**src/rtl/time_entry_register_if.sv**
```systemverilog
// Keypad-encoder to time-entry bus: encoder strobes in, BCD MM:SS entry and status out.
interface time_entry_register_if;
    logic       load;
    logic [3:0] digit;
    logic       entry_en;
    logic       clr_entry;
    logic [3:0] sec_ones;
    logic [3:0] sec_tens;
    logic [3:0] min_ones;
    logic [3:0] min_tens;
    logic [2:0] digit_count;
    logic       full;
    logic       time_nonzero;
    logic       accepted;
    logic       rejected;

    modport slave (
        input  load, digit, entry_en, clr_entry,
        output sec_ones, sec_tens, min_ones, min_tens,
        output digit_count, full, time_nonzero, accepted, rejected
    );

    modport master (
        output load, digit, entry_en, clr_entry,
        input  sec_ones, sec_tens, min_ones, min_tens,
        input  digit_count, full, time_nonzero, accepted, rejected
    );
endinterface

```
**src/rtl/time_entry_register.sv**
```systemverilog
// Debounces the keypad load strobe and shifts accepted BCD digits right-to-left
// into a 4-digit MM:SS cooking-time entry, with entry count and accept/reject pulses.
module time_entry_register #(
    parameter int unsigned DEBOUNCE_CYCLES = 2,
    parameter int unsigned MAX_DIGITS      = 4
) (
    input  logic                  clk,
    input  logic                  clearn,
    time_entry_register_if.slave  bus
);

    localparam logic [1:0] ST_IDLE = 2'd0;
    localparam logic [1:0] ST_QUAL = 2'd1;
    localparam logic [1:0] ST_HOLD = 2'd2;

    localparam logic [3:0] DEB_C = 4'(DEBOUNCE_CYCLES);
    localparam logic [2:0] MAX_C = 3'(MAX_DIGITS);

    function automatic logic bcd_valid(input logic [3:0] d);
        return (d <= 4'd9);
    endfunction

    function automatic logic any_nonzero(input logic [15:0] digits);
        return (digits != 16'd0);
    endfunction

    logic [1:0]  state_q, state_d;
    logic [3:0]  qcnt_q, qcnt_d;
    logic [15:0] digits_q, digits_d;   // {min_tens, min_ones, sec_tens, sec_ones}
    logic [2:0]  count_q, count_d;
    logic        acc_q, acc_d;
    logic        rej_q, rej_d;
    logic        commit_s;

    // Press sequencing: only load drives the FSM, one commit per qualified press.
    always_comb begin
        state_d  = state_q;
        qcnt_d   = qcnt_q;
        commit_s = 1'b0;
        case (state_q)
            ST_IDLE: begin
                if (bus.load) begin
                    state_d = ST_QUAL;
                    qcnt_d  = 4'd1;
                end else begin
                    qcnt_d  = 4'd0;
                end
            end
            ST_QUAL: begin
                if (!bus.load) begin
                    state_d = ST_IDLE;
                    qcnt_d  = 4'd0;
                end else if (qcnt_q >= DEB_C) begin
                    commit_s = 1'b1;
                    state_d  = ST_HOLD;
                    qcnt_d   = 4'd0;
                end else begin
                    qcnt_d   = qcnt_q + 4'd1;
                end
            end
            ST_HOLD: begin
                if (!bus.load) begin
                    state_d = ST_IDLE;
                end else begin
                    state_d = ST_HOLD;
                end
                qcnt_d = 4'd0;
            end
            default: begin
                state_d = ST_IDLE;
                qcnt_d  = 4'd0;
            end
        endcase
    end

    // Commit decision: a clear wins over everything and silently drops a same-edge commit.
    always_comb begin
        digits_d = digits_q;
        count_d  = count_q;
        acc_d    = 1'b0;
        rej_d    = 1'b0;
        if (bus.clr_entry) begin
            digits_d = 16'd0;
            count_d  = 3'd0;
        end else if (commit_s) begin
            if (!bus.entry_en || !bcd_valid(bus.digit) || (count_q >= MAX_C)) begin
                rej_d = 1'b1;
            end else begin
                digits_d = {digits_q[11:0], bus.digit};
                count_d  = count_q + 3'd1;
                acc_d    = 1'b1;
            end
        end else begin
            acc_d = 1'b0;
            rej_d = 1'b0;
        end
    end

    // State and entry registers.
    always_ff @(posedge clk or negedge clearn) begin
        if (!clearn) begin
            state_q  <= ST_IDLE;
            qcnt_q   <= 4'd0;
            digits_q <= 16'd0;
            count_q  <= 3'd0;
            acc_q    <= 1'b0;
            rej_q    <= 1'b0;
        end else begin
            state_q  <= state_d;
            qcnt_q   <= qcnt_d;
            digits_q <= digits_d;
            count_q  <= count_d;
            acc_q    <= acc_d;
            rej_q    <= rej_d;
        end
    end

    assign bus.sec_ones     = digits_q[3:0];
    assign bus.sec_tens     = digits_q[7:4];
    assign bus.min_ones     = digits_q[11:8];
    assign bus.min_tens     = digits_q[15:12];
    assign bus.digit_count  = count_q;
    assign bus.full         = (count_q == MAX_C);
    assign bus.time_nonzero = any_nonzero(digits_q);
    assign bus.accepted     = acc_q;
    assign bus.rejected     = rej_q;

endmodule

```
**src/flat_wrapper.sv**
```systemverilog
// flat-port wrapper written by rule: the top's interface ports become plain ports
module time_entry_register_flat 
#(
    parameter int unsigned DEBOUNCE_CYCLES = 2,
    parameter int unsigned MAX_DIGITS      = 4
)
  (clk, clearn, bus_load, bus_digit, bus_entry_en, bus_clr_entry, bus_sec_ones, bus_sec_tens, bus_min_ones, bus_min_tens, bus_digit_count, bus_full, bus_time_nonzero, bus_accepted, bus_rejected);
  time_entry_register_if bus_i ();
  input  logic clk;
  input  logic clearn;
  input wire logic [$bits(bus_i.load)-1:0] bus_load;
  input wire logic [$bits(bus_i.digit)-1:0] bus_digit;
  input wire logic [$bits(bus_i.entry_en)-1:0] bus_entry_en;
  input wire logic [$bits(bus_i.clr_entry)-1:0] bus_clr_entry;
  output wire logic [$bits(bus_i.sec_ones)-1:0] bus_sec_ones;
  output wire logic [$bits(bus_i.sec_tens)-1:0] bus_sec_tens;
  output wire logic [$bits(bus_i.min_ones)-1:0] bus_min_ones;
  output wire logic [$bits(bus_i.min_tens)-1:0] bus_min_tens;
  output wire logic [$bits(bus_i.digit_count)-1:0] bus_digit_count;
  output wire logic [$bits(bus_i.full)-1:0] bus_full;
  output wire logic [$bits(bus_i.time_nonzero)-1:0] bus_time_nonzero;
  output wire logic [$bits(bus_i.accepted)-1:0] bus_accepted;
  output wire logic [$bits(bus_i.rejected)-1:0] bus_rejected;
  assign bus_i.load = bus_load;
  assign bus_i.digit = bus_digit;
  assign bus_i.entry_en = bus_entry_en;
  assign bus_i.clr_entry = bus_clr_entry;
  assign bus_sec_ones = bus_i.sec_ones;
  assign bus_sec_tens = bus_i.sec_tens;
  assign bus_min_ones = bus_i.min_ones;
  assign bus_min_tens = bus_i.min_tens;
  assign bus_digit_count = bus_i.digit_count;
  assign bus_full = bus_i.full;
  assign bus_time_nonzero = bus_i.time_nonzero;
  assign bus_accepted = bus_i.accepted;
  assign bus_rejected = bus_i.rejected;
  time_entry_register #(.DEBOUNCE_CYCLES(DEBOUNCE_CYCLES), .MAX_DIGITS(MAX_DIGITS)) u_core (.clk(clk), .clearn(clearn), .bus(bus_i));
endmodule
```
**config.mk**
```make
export PLATFORM = sky130hd
export DESIGN_NAME = time_entry_register_flat
export DESIGN_NICKNAME = d
export VERILOG_FILES = /design/src/rtl/time_entry_register_if.sv /design/src/rtl/time_entry_register.sv /design/src/flat_wrapper.sv
export SDC_FILE = /design/constraint.sdc
export NUM_CORES = 1
export LEC_CHECK = 0
export ABC_AREA = 0
export BUFFER_PORTS_ARGS = -buffer_cell sky130_fd_sc_hd__buf_2
export CORE_AREA = 4 4 56 58
export CTS_CLUSTER_DIAMETER = 200
export DETAILED_ROUTE_END_ITERATION = 16
export DIE_AREA = 0 0 60 62
export GPL_ROUTABILITY_DRIVEN = 0
export MAX_ROUTING_LAYER = met4
export PLACE_DENSITY_LB_ADDON = 0.2
export SLEW_MARGIN = 5
export SYNTH_ARGS = -nofsm -noshare
export SYNTH_HDL_FRONTEND = slang
export SYNTH_SLANG_ARGS = --single-unit
```
**constraint.sdc**
```tcl
create_clock -name clk -period 2.1 [get_ports clk]
set_clock_uncertainty 0.05 [all_clocks]
set_input_delay 0.315 -clock clk [delete_from_list [all_inputs] [get_ports clk]]
set_output_delay 0.315 -clock clk [all_outputs]
set_load 0.01 [all_outputs]
```
Word level (Yosys, flattened, before mapping)
Index checks and enable logic that the tools add are counted.
{ "totals": {"regBits": 27, "inputBits": 9, "out_inout_bits": 23, "elab_cells": 50} }
{ "op_classes": {"add_sub_neg": 2, "order_cmp": 3, "n_eq_ne": 6, "n_mux": 24, "n_reduce_logical": 9} }
{ "op_table": {"columns": ["op", "count"], "rows": [
  ["two-way mux 16 bit", 3],
  ["nonzero test 16 bit", 1],
  ["two-way mux 1 bit", 10],
  ["two-way mux 3 bit", 3],
  ["two-way mux 2 bit", 4],
  ["two-way mux 4 bit", 2],
  ["case mux 4 bit (2 select lines)", 1],
  ["case mux 2 bit (3 select lines)", 1],
  ["adder 4 x 1 -> 4 bit, second input constant", 1],
  [">= comparator 4 x 2 -> 1 bit, second input constant", 1],
  ["<= comparator 4 bit, second input constant", 1],
  ["inequality test 2 bit, second input constant", 2],
  ["AND reduction 2 bit", 2],
  ["adder 3 x 1 -> 3 bit, second input constant", 1],
  ["equality test 3 bit, second input constant", 1],
  [">= comparator 3 bit, second input constant", 1],
  ["inequality test 3 x 2 -> 1 bit, second input constant", 1],
  ["equality test 2 x 1 -> 1 bit, second input constant", 1],
  ["equality test 2 bit, second input constant", 1],
  ["logical NOT 1 bit", 2],
  ["logical NOT 2 bit", 1],
  ["logical OR 1 bit", 2],
  ["nonzero test 2 bit", 1]
]} }

Logic depth before layout (Yosys ltp)
Gate-level depths: netlist of run 1.
{ "logic_depth": {"ltp_word": 7, "ltp_mapped": 7, "depth_no_buf": 5} }

Worst setup path after synthesis of run 1
Ideal clock, no wire load.
{ "synth_path": {"path_type": "register to register", "start": "reg u_core.qcnt_q[1]", "end": "reg u_core.count_q[0] (netlist: u_core.bus.digit_count[0])", "setup_ns": 0.125, "arrival_time_ns": 1.572, "required_ns": 1.925, "path_slack_ns": 0.354, "path_stages_with_launch": 6, "n_path_buf": 1, "synth_period_minus_slack_ns": 1.746, "path_cell_list": "dfrtp_1 > ha_1 > or4_4 > and4b_1 > buf_6 > mux2_2"} }
{ "synth_between": {"elab_chain_cells": 6} }
{ "synth_rtl": {"columns": ["element", "line_no", "text"], "rows": [
  ["from (decl)", "time_entry_register.sv:28", "logic [3:0] qcnt_q, qcnt_d;"],
  ["from (signal assigned)", "time_entry_register.sv:110", "qcnt_q <= qcnt_d;"],
  [">= comparator 4 x 2 -> 1 bit", "time_entry_register.sv:53", "end else if (qcnt_q >= DEB_C) begin"],
  ["two-way mux 1 bit", "time_entry_register.sv:53", null],
  ["two-way mux 1 bit", "time_entry_register.sv:50", "if (!bus.load) begin"],
  ["two-way mux 1 bit", "time_entry_register.sv:40", "case (state_q)"],
  ["nonzero test 2 bit (no line)", null, null],
  ["AND reduction 2 bit (no line)", null, null],
  ["to (signal assigned)", "time_entry_register.sv:112", "count_q <= count_d;"],
  ["to (decl)", "time_entry_register.sv:30", "logic [2:0] count_q, count_d;"]
]} }
Every way passes these cells.
A chain may end at the register's enable or synchronous reset.

Worst setup path in the final report of run 1
{ "layout_path": {"start": "reg u_core.qcnt_q[1]", "end": "reg u_core.digits_q[12]"} }
{ "layout_between": {"elab_chain_cells": 6} }
{ "layout_rtl": {"columns": ["element", "line_no", "text"], "rows": [
  [">= comparator 4 x 2 -> 1 bit", "time_entry_register.sv:53", null],
  ["two-way mux 1 bit", "time_entry_register.sv:53", null],
  ["two-way mux 1 bit", "time_entry_register.sv:50", null],
  ["two-way mux 1 bit", "time_entry_register.sv:40", null],
  ["nonzero test 2 bit (no line)", null, null],
  ["AND reduction 2 bit (no line)", null, null],
  ["to (signal assigned)", "time_entry_register.sv:111", "digits_q <= digits_d;"],
  ["to (decl)", "time_entry_register.sv:29", "logic [15:0] digits_q, digits_d;"]
]} }
Every way passes these cells.

==> results of run 1 <==
## flip-flops by register name (all words and copies together) (netlist names)
register	cells
u_core.digits_q	16
u_core.bus.digit_count	3
u_core.bus.accepted	1
u_core.qcnt_q	4
u_core.state_q	2
u_core.bus.rejected	1
## Yosys cell counts, types with 2 or more instances
cell type | count | share of area [%]
inv_1 | 8 | 2.3
o21ai_0 | 3 | 1.1
nand2_1 | 2 | 0.57
nor2_1 | 5 | 1.4
nand2b_1 | 24 | 11
buf_6 | 2 | 1.7
o22ai_1 | 2 | 0.94
clkbuf_1 | 3 | 0.85
mux2i_1 | 17 | 13
dfrtp_1 | 27 | 51
ha_1 | 7 | 6.6
nor4_1 | 5 | 2.4
## area by class of cell
cell class,count,area share [%]
multi-input combinational,77,38.3
timing repair buffer,33,11.3
sequential,27,44.2
clock buffer,4,1.72
tap,31,2.53
inverter,8,1.96
## final timing paths
check                                      startpoint                              end  slack, ns  cells past startpoint
min reg2reg                u_core.qcnt_q[0]$_DFF_PN0_       u_core.qcnt_q[0]$_DFF_PN0_       0.48                      1
min in group asynchronous                      clearn   u_core.digits_q[1]$_DFFE_PN0P_       0.47                      2
max in group asynchronous                      clearn       u_core.qcnt_q[0]$_DFF_PN0_       1.14                      2
min                                      bus_digit[0]   u_core.digits_q[0]$_DFFE_PN0P_       0.19                      3
max                        u_core.qcnt_q[1]$_DFF_PN0_  u_core.digits_q[12]$_DFFE_PN0P_       0.30                      5
max reg2reg                u_core.qcnt_q[1]$_DFF_PN0_  u_core.digits_q[12]$_DFFE_PN0P_       0.30                      5
## kinds of logic (layout without fill, tap and decap cells)
family                     Yosys count  in the layout  synth area share, %
muxes                               18             18                 13.7
adders and majority gates            7              7                 6.60
DFF                                 27             27                 50.9
AOI/OAI and AO/OA                    8              8                 3.96
buffers and inverters               13             45                 4.81
and+or+nand+nor                     43             43                 19.7
other                                1              1                0.283
## routing by layer
layer,GRT usage [%],vias to the layer above,part of all wire [%]
li1,-,458,-
met1,19.3,458,49
met2,23.0,20,46
met3,2.69,2,4.5
met4,4.11,0,0.44
met5,-,-,0
## power by group through the flow
stage               Sequential, mW  Clock (mW)  Combinational (mW)
floorplan                    0.584           0               0.138
global placement             0.585           0               0.184
detailed placement           0.587           0               0.189
CTS                          0.577       0.223               0.193
global route                 0.581       0.249               0.223
finish                       0.577       0.217               0.189
## worst max-delay path: cells and delay by family, from the launching register on
family	cells	cell delay [ns]
simple gates	2	0.65
flops	1	0.44
buf+inv	1	0.22
fa+ha+maj	1	0.20
mux	1	0.19
## through the flow
| stage | worst slack [ns] | utilization (%) | hold slack (ns) | std cells | instance area [sq um] |
|---|---|---|---|---|---|
| after floorplan | 0.354 | - | -0.0306 | 117 | 1330 |
| after global placement | 0.349 | 56.1 | 0.303 | 175 | 1490 |
| after detailed placement | 0.310 | 56.1 | 0.309 | 175 | 1490 |
| after CTS | 0.283 | 57.5 | 0.193 | 180 | 1530 |
| after global routing | 0.194 | 57.5 | 0.179 | 180 | 1530 |
| final | 0.296 | 57.5 | 0.187 | 180 | 1530 |
## repair_timing
item | CTS | global route
buffers inserted | 0 | 0
setup endpoints to repair | 0 | 0
endpoints found under the hold margin | 27 | 0
hold buffers | 1 | 0
==> metrics.md, run 1 <==
| Metric | Value |
|---|---|
| Commonest non-fill, non-tap cell in the layout | buf_2 |
| Final worst path period share | 85.9% |
| Final Hold Fails | 0 |
| Post-route ant nets | 0 |
| Total track usage | 14.6% |
| Clock sink count | 27 |
| CP cell instances | ha_1 -> or4_4 -> and4b_1 -> buf_4 -> mux2i_1 |
| Crit-path max cell delay | 0.44 ns |
| HP Class | in -> reg |
| Drt total wl | 2.53 mm |
| Internal power | 710 uW |
| Syn Inst Count | 117 |
| Root buffer cell | clkbuf_4 |
| Register share of total power | 58.7% |
| Buffers on Ports | 31 |
| DRC viols | 0 |
| Register area share after synthesis | 50.9% |
| CP Data Arrival Time | 2.00 ns |
| RSZ-0062 raised after global routing | no |
| Most frequent cells in the layout | buf_2, dfrtp_1, nand2b_1 |
| Sw frac | 27.8% |
| Total negative slack | 0 ns |
| Post_cts resized | 0 |
| Post-synth EDFFs | 0 |
| 1st-pass router iterations | 4 |
| Total gr overflow | 0 |
| Max transition margin | about three fifths |
| Largest net degree at the start of global routing | 29 |
| VDD IR max | 0.000458 V |
| # fillers | 245 |
| Area growth syn-to-layout | 15.4% |
| Crit Path Max Fanout | 13 |
| Die H | about 62 um |
| Top_reg_cell synth | dfrtp_1 |
| Rows | 19 |
| Library cells used by synthesis | 24 |
| Mapped cell area | 1330 sq um |
| # IOs | 32 |
| Overall Power | roughly 980 uW |
| First-iteration detailed-routing DRC count | 31 |
| Post-synthesis register bit count | 27 |
| Outcome | completed |
| Critical path type | reg -> reg |
| Critical Path RT | 2.30 ns |
| Worst-margin pin slew | 0.596 ns |
| Initial Util | 49.8% |
| Power per cell area | 643 nW/um^2 |
| Routed vias/inst | roughly 5.2 |
| Post-Syn Nets | 133 |
| TritonCTS buffer count | 3 |
| Multi-input gate area | 587 sq um |
| DP HPWL | 1.85 mm |
| Ys Warns | 0 |
| Finish-stage setup viols | 0 |
| Synth async-reset ratio | 100% |
| Vias | 938 |
| Power share of the combinational group | between 10% and 20% |
| Clock transition at path regs | ~0.14 ns |
| Slowest library cell on the worst path | dfrtp_1 |
| Initial antenna violation count | 0 |
| # diodes | 0 |
| Final Max Slew Viols | 0 |
| Final min period | between 1.5 and 2 ns |
| NetSw | 273 uW |
| P_leak | 0.794 nW |
| Vias in the first global route | 861 |
| First-pass GRT wire length | 3.93 mm |
| Sequential cell area | 676 sq um |
| Worst Setup Start Kind | flip-flop |
| WL/cell | between 10 and 15 um |
| Die W | 60 um |
| Die area | 3720 sq um |
| Highest Clock Rate | between 500 and 600 MHz |
| Core area | 2660 sq um |
| H-tree Lvls | 1 |
| Worst-skew pair later-pin latency | between 0.3 and 0.4 ns |
| Syn_area_per_cell | 11.3 sq um |
| Share of total power in the clock network | 22.1% |
| Worst Setup End Kind | flip-flop |
| Ratio of cells with drive above 1 in the final layout | approximately a quarter |
| Final #Nets | 166 |
| CTS tree | yes |
| Maxcap violations | 0 |
| Maximum clock path buffer count | 2 |
No activity file was read; power rests on OpenSTA's default activity.
==> inputs of run 2 (changes only) <==
CORE_AREA = 4 4 54 56   (was 4 4 56 58)
DIE_AREA = 0 0 58 60   (was 0 0 60 62)
PLACE_DENSITY_LB_ADDON = 0.05   (was 0.2)
clock period = 2.2 ns   (was 2.1 ns; I/O delays follow)
==> metrics.md, run 2 (synthesized netlist as in run 1, its figures left out) <==
| Metric | Value |
|---|---|
| Buffers on Ports | 31 |
| VDD IR max | 0.000477 V |
| Total negative slack | 0 ns |
| # diodes | 0 |
| Most frequent cells in the layout | buf_2, dfrtp_1, nand2b_1 |
| Die area | 3480 sq um |
| WL/cell | ~14 um |
| Die W | 58 um |
| Vias | 945 |
| Largest net degree at the start of global routing | 29 |
| Total gr overflow | 0 |
| Critical path type | reg -> reg |
| Routed vias/inst | 5.28 |
| P_leak | approximately 0.8 nW |
| Total track usage | roughly 16% |
| Clock transition at path regs | 0.15 ns |
| Final #Nets | 166 |
| Worst-margin pin slew | approximately 0.59 ns |
| RSZ-0062 raised after global routing | no |
| DRC viols | 0 |
| Worst-skew pair later-pin latency | 0.32 ns |
| Ratio of cells with drive above 1 in the final layout | 24.8% |
| Root buffer cell | clkbuf_4 |
| Core area | 2430 sq um |
| Drt total wl | 2.54 mm |
| Highest Clock Rate | about 500 MHz |
| Power per cell area | ~620 nW/um^2 |
| Crit Path Max Fanout | 8 |
| Initial antenna violation count | 0 |
| Rows | 18 |
| Final worst slack | 0.249 ns |
| DP HPWL | around 1.9 mm |
| Max reg flops | 16 |
| Maxcap violations | 0 |
| Utilization after layout | around 63% |
| Final min period | 1.95 ns |
| TritonCTS buffer count | 3 |
| # IOs | 32 |
| Post-route ant nets | 0 |
| Worst Setup Start Kind | flip-flop |
| Commonest non-fill, non-tap cell in the layout | buf_2 |
| Final Max Slew Viols | 0 |
| CTS tree | yes |
| Area growth syn-to-layout | 15.3% |
| Max transition margin | 60.6% |
| Critical Path RT | 2.37 ns |
| 1st-pass router iterations | 4 |
| HP Class | in -> reg |
| Biggest register | u_core.digits_q |
| Final worst path period share | 88.7% |
| Final Hold Fails | 0 |
| Outcome | completed |
| Initial Util | between 50% and 60% |
| Clock sink count | 27 |
| CP Data Arrival Time | 2.12 ns |
| Vias in the first global route | 976 |
| Maximum clock path buffer count | 2 |
| Die H | 60 um |
| Placement Setup Slack | approximately 0.27 ns |
| Worst Setup End Kind | flip-flop |
| First-pass GRT wire length | 4.23 mm |
| First-iteration detailed-routing DRC count | 29 |
| H-tree Lvls | 1 |
| Finish-stage setup viols | 0 |
-- run 2: layout make-up --
| cell class | count | area, sq um |
|---|---|---|
| timing repair buffer | 33 | 173 |
| sequential | 27 | 676 |
| fill | 215 | 903 |
| inverter | 8 | 30.0 |
| multi-input combinational | 77 | 587 |
| tap | 30 | 37.5 |
| clock buffer | 4 | 26.3 |
-- run 2: layer usage --
metal	vias to the layer above	global-route usage (%)	share of wire (%)
met3	2	1.94	4.4
met4	0	4.97	0.47
met1	456	20.3	48
li1	466	-	-
met2	21	28.1	47
met5	-	-	0
-- run 2: final timing paths --
check	startpoint	endpoint	cells after the start	slack, ns
setup / recovery	u_core.qcnt_q[0]$_DFF_PN0_	u_core.digits_q[2]$_DFFE_PN0P_	6	0.25
hold / removal	bus_digit[0]	u_core.digits_q[0]$_DFFE_PN0P_	3	0.19
setup reg to reg	u_core.qcnt_q[0]$_DFF_PN0_	u_core.digits_q[2]$_DFFE_PN0P_	6	0.25
hold reg to reg	u_core.qcnt_q[0]$_DFF_PN0_	u_core.qcnt_q[0]$_DFF_PN0_	1	0.47
max in group asynchronous	clearn	u_core.digits_q[7]$_DFFE_PN0P_	2	1.24
min in group asynchronous	clearn	u_core.bus.digit_count[2]$_DFFE_PN0P_	2	0.47
-- run 2: per-stage QoR --
stage	hold WS (ns)	area, sq um	total power [mW]	cells
floorplan	-0.0156	1330	0.689	117
global placement	0.315	1490	0.735	174
detailed placement	0.320	1490	0.744	174
CTS	0.187	1530	0.958	179
global route	0.197	1530	1.00	179
finish	0.194	1530	0.951	179
-- run 2: worst max-delay path: stages (launching register included) --
cell     delay (ns)
dfrtp_1        0.40
inv_1          0.05
ha_1           0.20
or4_4          0.43
and4b_1        0.34
buf_4          0.25
mux2i_1        0.13
-- run 2: repair_timing --
action | in CTS | in global routing
gates resized for setup | 0 | 0
buffers inserted | 0 | 0
setup endpoints to repair | 0 | 0
hold buffers | 1 | 0
hold endpoints to repair | 27 | 0
-- run 2: power breakdown --
| part | switching (mW) | total, mW | internal [mW] |
|---|---|---|---|
| Sequential | 0.0236 | 0.550 | 0.526 |
| Clock | 0.146 | 0.217 | 0.0709 |
| Combinational | 0.103 | 0.184 | 0.0813 |
